--- config.mk ---
export PLATFORM = sky130hd
export DESIGN_NAME = phase_timer
export DESIGN_NICKNAME = d
export VERILOG_FILES = /design/src/rtl/train_ctrl_pkg.sv /design/src/rtl/tick_gen.sv /design/src/rtl/phase_timer.sv
export SDC_FILE = /design/constraint.sdc
export NUM_CORES = 1
export LEC_CHECK = 0
export ABC_AREA = 1
export CAP_MARGIN = 10
export CORE_UTILIZATION = 30
export CTS_BUF_LIST = sky130_fd_sc_hd__clkbuf_8 sky130_fd_sc_hd__clkbuf_16
export CTS_CLUSTER_DIAMETER = 40
export DETAILED_ROUTE_END_ITERATION = 8
export PLACE_DENSITY_LB_ADDON = 0.3
export SLEW_MARGIN = 30
export SYNTH_ARGS = -nofsm -noshare
export SYNTH_HDL_FRONTEND = slang
export SYNTH_SLANG_ARGS = --single-unit
--- constraint.sdc ---
create_clock -name clk -period 3.4 [get_ports clk]
set_input_delay 0.68 -clock clk [delete_from_list [all_inputs] [get_ports clk]]
set_output_delay 0.68 -clock clk [all_outputs]
set_load 0.01 [all_outputs]
--- src/rtl/train_ctrl_pkg.sv ---
// Shared controller definitions: phase-timer FSM encoding and controller state codes.
package train_ctrl_pkg;

  typedef enum logic [1:0] {
    IDLE = 2'd0,
    LOAD = 2'd1,
    RUN  = 2'd2,
    DONE = 2'd3
  } timer_state_t;

  localparam logic [3:0] CS_RESET    = 4'b0000;
  localparam logic [3:0] CS_PHASE1   = 4'b0010;
  localparam logic [3:0] CS_PHASE0_A = 4'b0011;
  localparam logic [3:0] CS_PHASE0_B = 4'b0100;
  localparam logic [3:0] CS_PHASE0_C = 4'b0101;

endpackage

--- src/rtl/tick_gen.sv ---
// Tick prescaler for phase_timer: counts 0..DIV-1 and flags the wrap cycle.
// Only instantiated when PHASE_TIMER_PRESCALE_EN is defined.
module tick_gen #(
  parameter int DIV = 50000
) (
  input  logic clk,
  input  logic rst_n,
  input  logic clear,
  output logic tick
);

  localparam int CW = (DIV > 1) ? $clog2(DIV) : 1;

  logic [CW-1:0] count_r;

  assign tick = (count_r == CW'(DIV - 1));

  // Prescale counter, restarted whenever a new duration is being loaded.
  always_ff @(posedge clk or negedge rst_n) begin
    if (!rst_n) begin
      count_r <= '0;
    end else if (clear || tick) begin
      count_r <= '0;
    end else begin
      count_r <= count_r + CW'(1);
    end
  end

endmodule

--- src/rtl/phase_timer.sv ---
// Phase duration timer: reloads on every controller state change and pulses expired at the end.
// Optional build macro PHASE_TIMER_PRESCALE_EN inserts a tick_gen prescaler of PRESCALE_DIV clocks.
module phase_timer
  import train_ctrl_pkg::*;
#(
  parameter int WIDTH        = 19,
  parameter int STATE_W      = 4,
  parameter int PRESCALE_DIV = 50000
) (
  input  logic               clk,
  input  logic               rst_n,
  input  logic [WIDTH-1:0]   tout,
  input  logic [STATE_W-1:0] present_state,
  output logic               busy,
  output logic               expired,
  output logic [WIDTH-1:0]   remaining
);

  timer_state_t       fsm_r;
  timer_state_t       next_s;
  logic [STATE_W-1:0] state_q;
  logic [WIDTH-1:0]   remaining_r;
  logic [WIDTH-1:0]   remaining_nxt_s;
  logic               busy_r;
  logic               expired_r;
  logic               change_s;
  logic               tick_s;

  assign change_s = (present_state != state_q);

`ifdef PHASE_TIMER_PRESCALE_EN
  tick_gen #(
    .DIV (PRESCALE_DIV)
  ) u_tick_gen (
    .clk   (clk),
    .rst_n (rst_n),
    .clear (fsm_r == LOAD),
    .tick  (tick_s)
  );
`else
  // PRESCALE_DIV has no effect in this build; every clock is a tick.
  assign tick_s = (PRESCALE_DIV >= 0) || 1'b1;
`endif

  // Next-state selection; a controller state change preempts everything.
  always_comb begin
    next_s = fsm_r;
    if (change_s) begin
      next_s = LOAD;
    end else begin
      case (fsm_r)
        IDLE: next_s = IDLE;
        LOAD: begin
          if (tout == '0) next_s = DONE;
          else            next_s = RUN;
        end
        RUN: begin
          if (tick_s && (remaining_r == WIDTH'(1))) next_s = DONE;
          else                                      next_s = RUN;
        end
        DONE:    next_s = IDLE;
        default: next_s = IDLE;
      endcase
    end
  end

  // Counter update: capture in LOAD, count down in RUN unless preempted, otherwise hold.
  always_comb begin
    remaining_nxt_s = remaining_r;
    case (fsm_r)
      LOAD: remaining_nxt_s = tout;
      RUN: begin
        if (tick_s && !change_s && (remaining_r != '0)) remaining_nxt_s = remaining_r - WIDTH'(1);
        else                                            remaining_nxt_s = remaining_r;
      end
      default: remaining_nxt_s = remaining_r;
    endcase
  end

  // State, counter and output registers; busy/expired track the state being entered.
  always_ff @(posedge clk or negedge rst_n) begin
    if (!rst_n) begin
      fsm_r       <= IDLE;
      state_q     <= '0;
      remaining_r <= '0;
      busy_r      <= 1'b0;
      expired_r   <= 1'b0;
    end else begin
      fsm_r       <= next_s;
      state_q     <= present_state;
      remaining_r <= remaining_nxt_s;
      busy_r      <= (next_s == LOAD) || (next_s == RUN);
      expired_r   <= (next_s == DONE);
    end
  end

  assign busy      = busy_r;
  assign expired   = expired_r;
  assign remaining = remaining_r;

endmodule
==> reports/results.txt <==
# H-tree levels - 1
Layout net count - 362
Largest net degree at the start of global routing - 32
Worst hold path class - register to register
Gr busiest metal - met2
Commonest non-fill, non-tap cells in the layout - nand2_1, clkdlybuf4s50_1, inv_1
Clock latency on the worst-skew pair - 0.29 ns
Syn Nets - 316
Setup TNS - 0 ns
Global route overflow - 0
Sequential power share - 45.5%
Flops & latches, synth - 27
Combinational power share - 31.9%
Mean Syn Cell Area - 6.96 um^2
Fill count - 692
Most common cell after layout, fill and taps aside - nand2_1
ANT cells - 0
Synth area leaders - dfrtp_1, nand2_1, nand3_1, inv_1, nor2_1
Min Tclk post-route - 2.17 ns
Critical path fanouts, max - 31
Required @ worst endpoint - 3.57 ns
M3 GR Usage - 2.78%
First-pass detailed-route iteration total - 4
GRT met2 Usage - 26.2%
Max-slew violations - 0
Number of enable flip-flop cells after synthesis - 0
Worst Tran Pin Value - 0.441 ns
Post-CTS Hold Buffers - 0
1st-iter DRT viols - 143
R2R setup slack - 1.23 ns
Internal power - 566 uW
Setup Skew - 0.00868 ns
Cell area after synthesis - 1990 um^2
Worst-path clk slew - 0.11 ns
Synth cell types - 24
Final wirelength - 5.03 mm
Period utilization - 63.7%
Core Footprint - 6390 um^2
Worst setup SP type - register
Clk pwr share - 22.7%
Worst Path Arrival - 2.34 ns
All-layer global routing usage - 15.6%
Psw - 309 uW
VDD IR-drop max - 246 uV
Top cell type by total area after synthesis - dfrtp_1
Slew headroom - 70.6%
Status - finished clean
Sw Ratio - 35.3%
DRC - 0
Leak - 0.00124 uW
First-pass GRT wire length - 8.80 mm
CP Class - register to register
Cells after synthesis - 286
Clock Tree Root - clkbuf_8
Via density - 4.75
Layout cell share with drive strength beyond 1 - 12.4%
Critical Path End Type - register
Postcts setup bufs - 0
Asr flop ratio synth - 100%
Predominant post-synthesis flop cell - dfrtp_1
Routed Antenna Nets - 0
Share of the synthesized area in the top cell type - 34.0%
Drt wl/cell - 12.3 um
Resize count post-CTS - 0
Hold Fails Final Rpt - 0
Area grow syn2layout - 28.6%
Via count - 1938
Final Setup Violations - 0
Total CTS buffers - 3
Vias in the first global route - 1899
Initial antenna violation count - 0
Row count - 29
Register area share after synthesis - 34.0%
Max Clk Rate - 462 MHz
Clk buf depth - 2
DIE AREA - 6960 um^2
Input/output buffers - 45
GPL Wtd Cong - 0.850
Maxcap violations - 0
Met1 Use GR - 20.7%
Die Height - 83.4 um
Hpwl dp - 3.79 mm
Final Util - 40.0%
Warnings from Yosys - 0
I/O Pins - 46
Horiz. Die Dim - 83.4 um
RSZ-0062 raised after global routing - false
CTS tree - built
Initial Utilization - 31.2%
Pwr dens - 342 nW/um^2
CTS sink cnt - 27
-- power groups by stage --
stage,clock [uW],combinational [uW],sequential [uW]
2_1_floorplan,0,149,407
3_3_place_gp,0,278,404
3_5_place_dp,0,281,404
4_1_cts,207,282,398
5_1_grt,214,313,404
6_report,199,279,398
-- state kept, by name (all words and copies together) (netlist names) --
signal	cells
fsm_r	2
expired	1
state_q	4
remaining	19
busy	1
-- metrics by stage --
| stage | hold WS [ns] | instances | setup WS (ns) | area, um^2 | total power, uW |
|---|---|---|---|---|---|
| 2_1_floorplan | 0.384 | 286 | 1.67 | 1990 | 556 |
| 3_3_place_gp | 0.544 | 404 | 0.971 | 2510 | 682 |
| 3_5_place_dp | 0.547 | 404 | 0.937 | 2510 | 686 |
| 4_1_cts | 0.562 | 408 | 1.21 | 2560 | 887 |
| 5_1_grt | 0.604 | 408 | 1.05 | 2560 | 931 |
| 6_report | 0.563 | 408 | 1.23 | 2560 | 876 |
-- layout make-up --
class | count | area [um^2] | area share, %
multi-input combinational | 216 | 1130 | 44.1
sequential | 27 | 676 | 26.4
tap | 77 | 96.3 | 3.77
clock buffer | 3 | 41.3 | 1.61
inverter | 36 | 135 | 5.28
clock inverter | 1 | 7.51 | 0.294
timing repair buffer | 48 | 473 | 18.5
-- path summary, 6_finish.rpt --
path,from,cells after the start,end
setup / recovery,remaining[0],9,remaining[4]
hold / removal,fsm_r[1],2,fsm_r[1]
setup reg to reg,remaining[0],9,remaining[4]
hold reg to reg,fsm_r[1],2,fsm_r[1]
max in group asynchronous,rst_n,2,remaining[12]
min in group asynchronous,rst_n,2,remaining[18]
-- cells in the mapped netlist (3+ instances only) --
library cell,instances
nand2_1,92
inv_1,36
nand3_1,32
nor2_1,30
dfrtp_1,27
o21ai_2,12
o21ai_0,10
nand2_2,6
ha_1,5
nand4_1,4
nor4_1,4
buf_6,3
clkbuf_1,3
nor2_2,3
nor2_4,3
or2_2,3
-- layer usage --
layer,wire (um),up-vias,part of all wire (%)
li1,-,994,-
met1,2270,890,45
met2,2510,52,50
met5,0,-,0
met3,240,2,4.8
met4,14,0,0.28
-- worst max-delay path, cell delays in order (launching register included) --
cell and delay, ns:
dfrtp_1 0.47, inv_1 0.21, ha_1 0.33, nand2_4 0.12, nor2_8 0.18, nand3_4 0.09
nand3_4 0.14, nand2_4 0.27, nand2_1 0.18, o21ai_2 0.06
-- logic make-up (layout without fill, tap and decap cells) --
logic type / after synthesis / count (layout) / share of synthesized area [%]
buffers and inverters: 43 / 88 / 9.31
DFF: 27 / 27 / 34.0
AOI/OAI and AO/OA: 24 / 24 / 8.30
adders and majority gates: 5 / 5 / 3.14
xor gates and xnor gates: 3 / 3 / 1.32
and+or+nand+nor: 184 / 184 / 44.0
No activity file was read; power rests on OpenSTA's default activity.
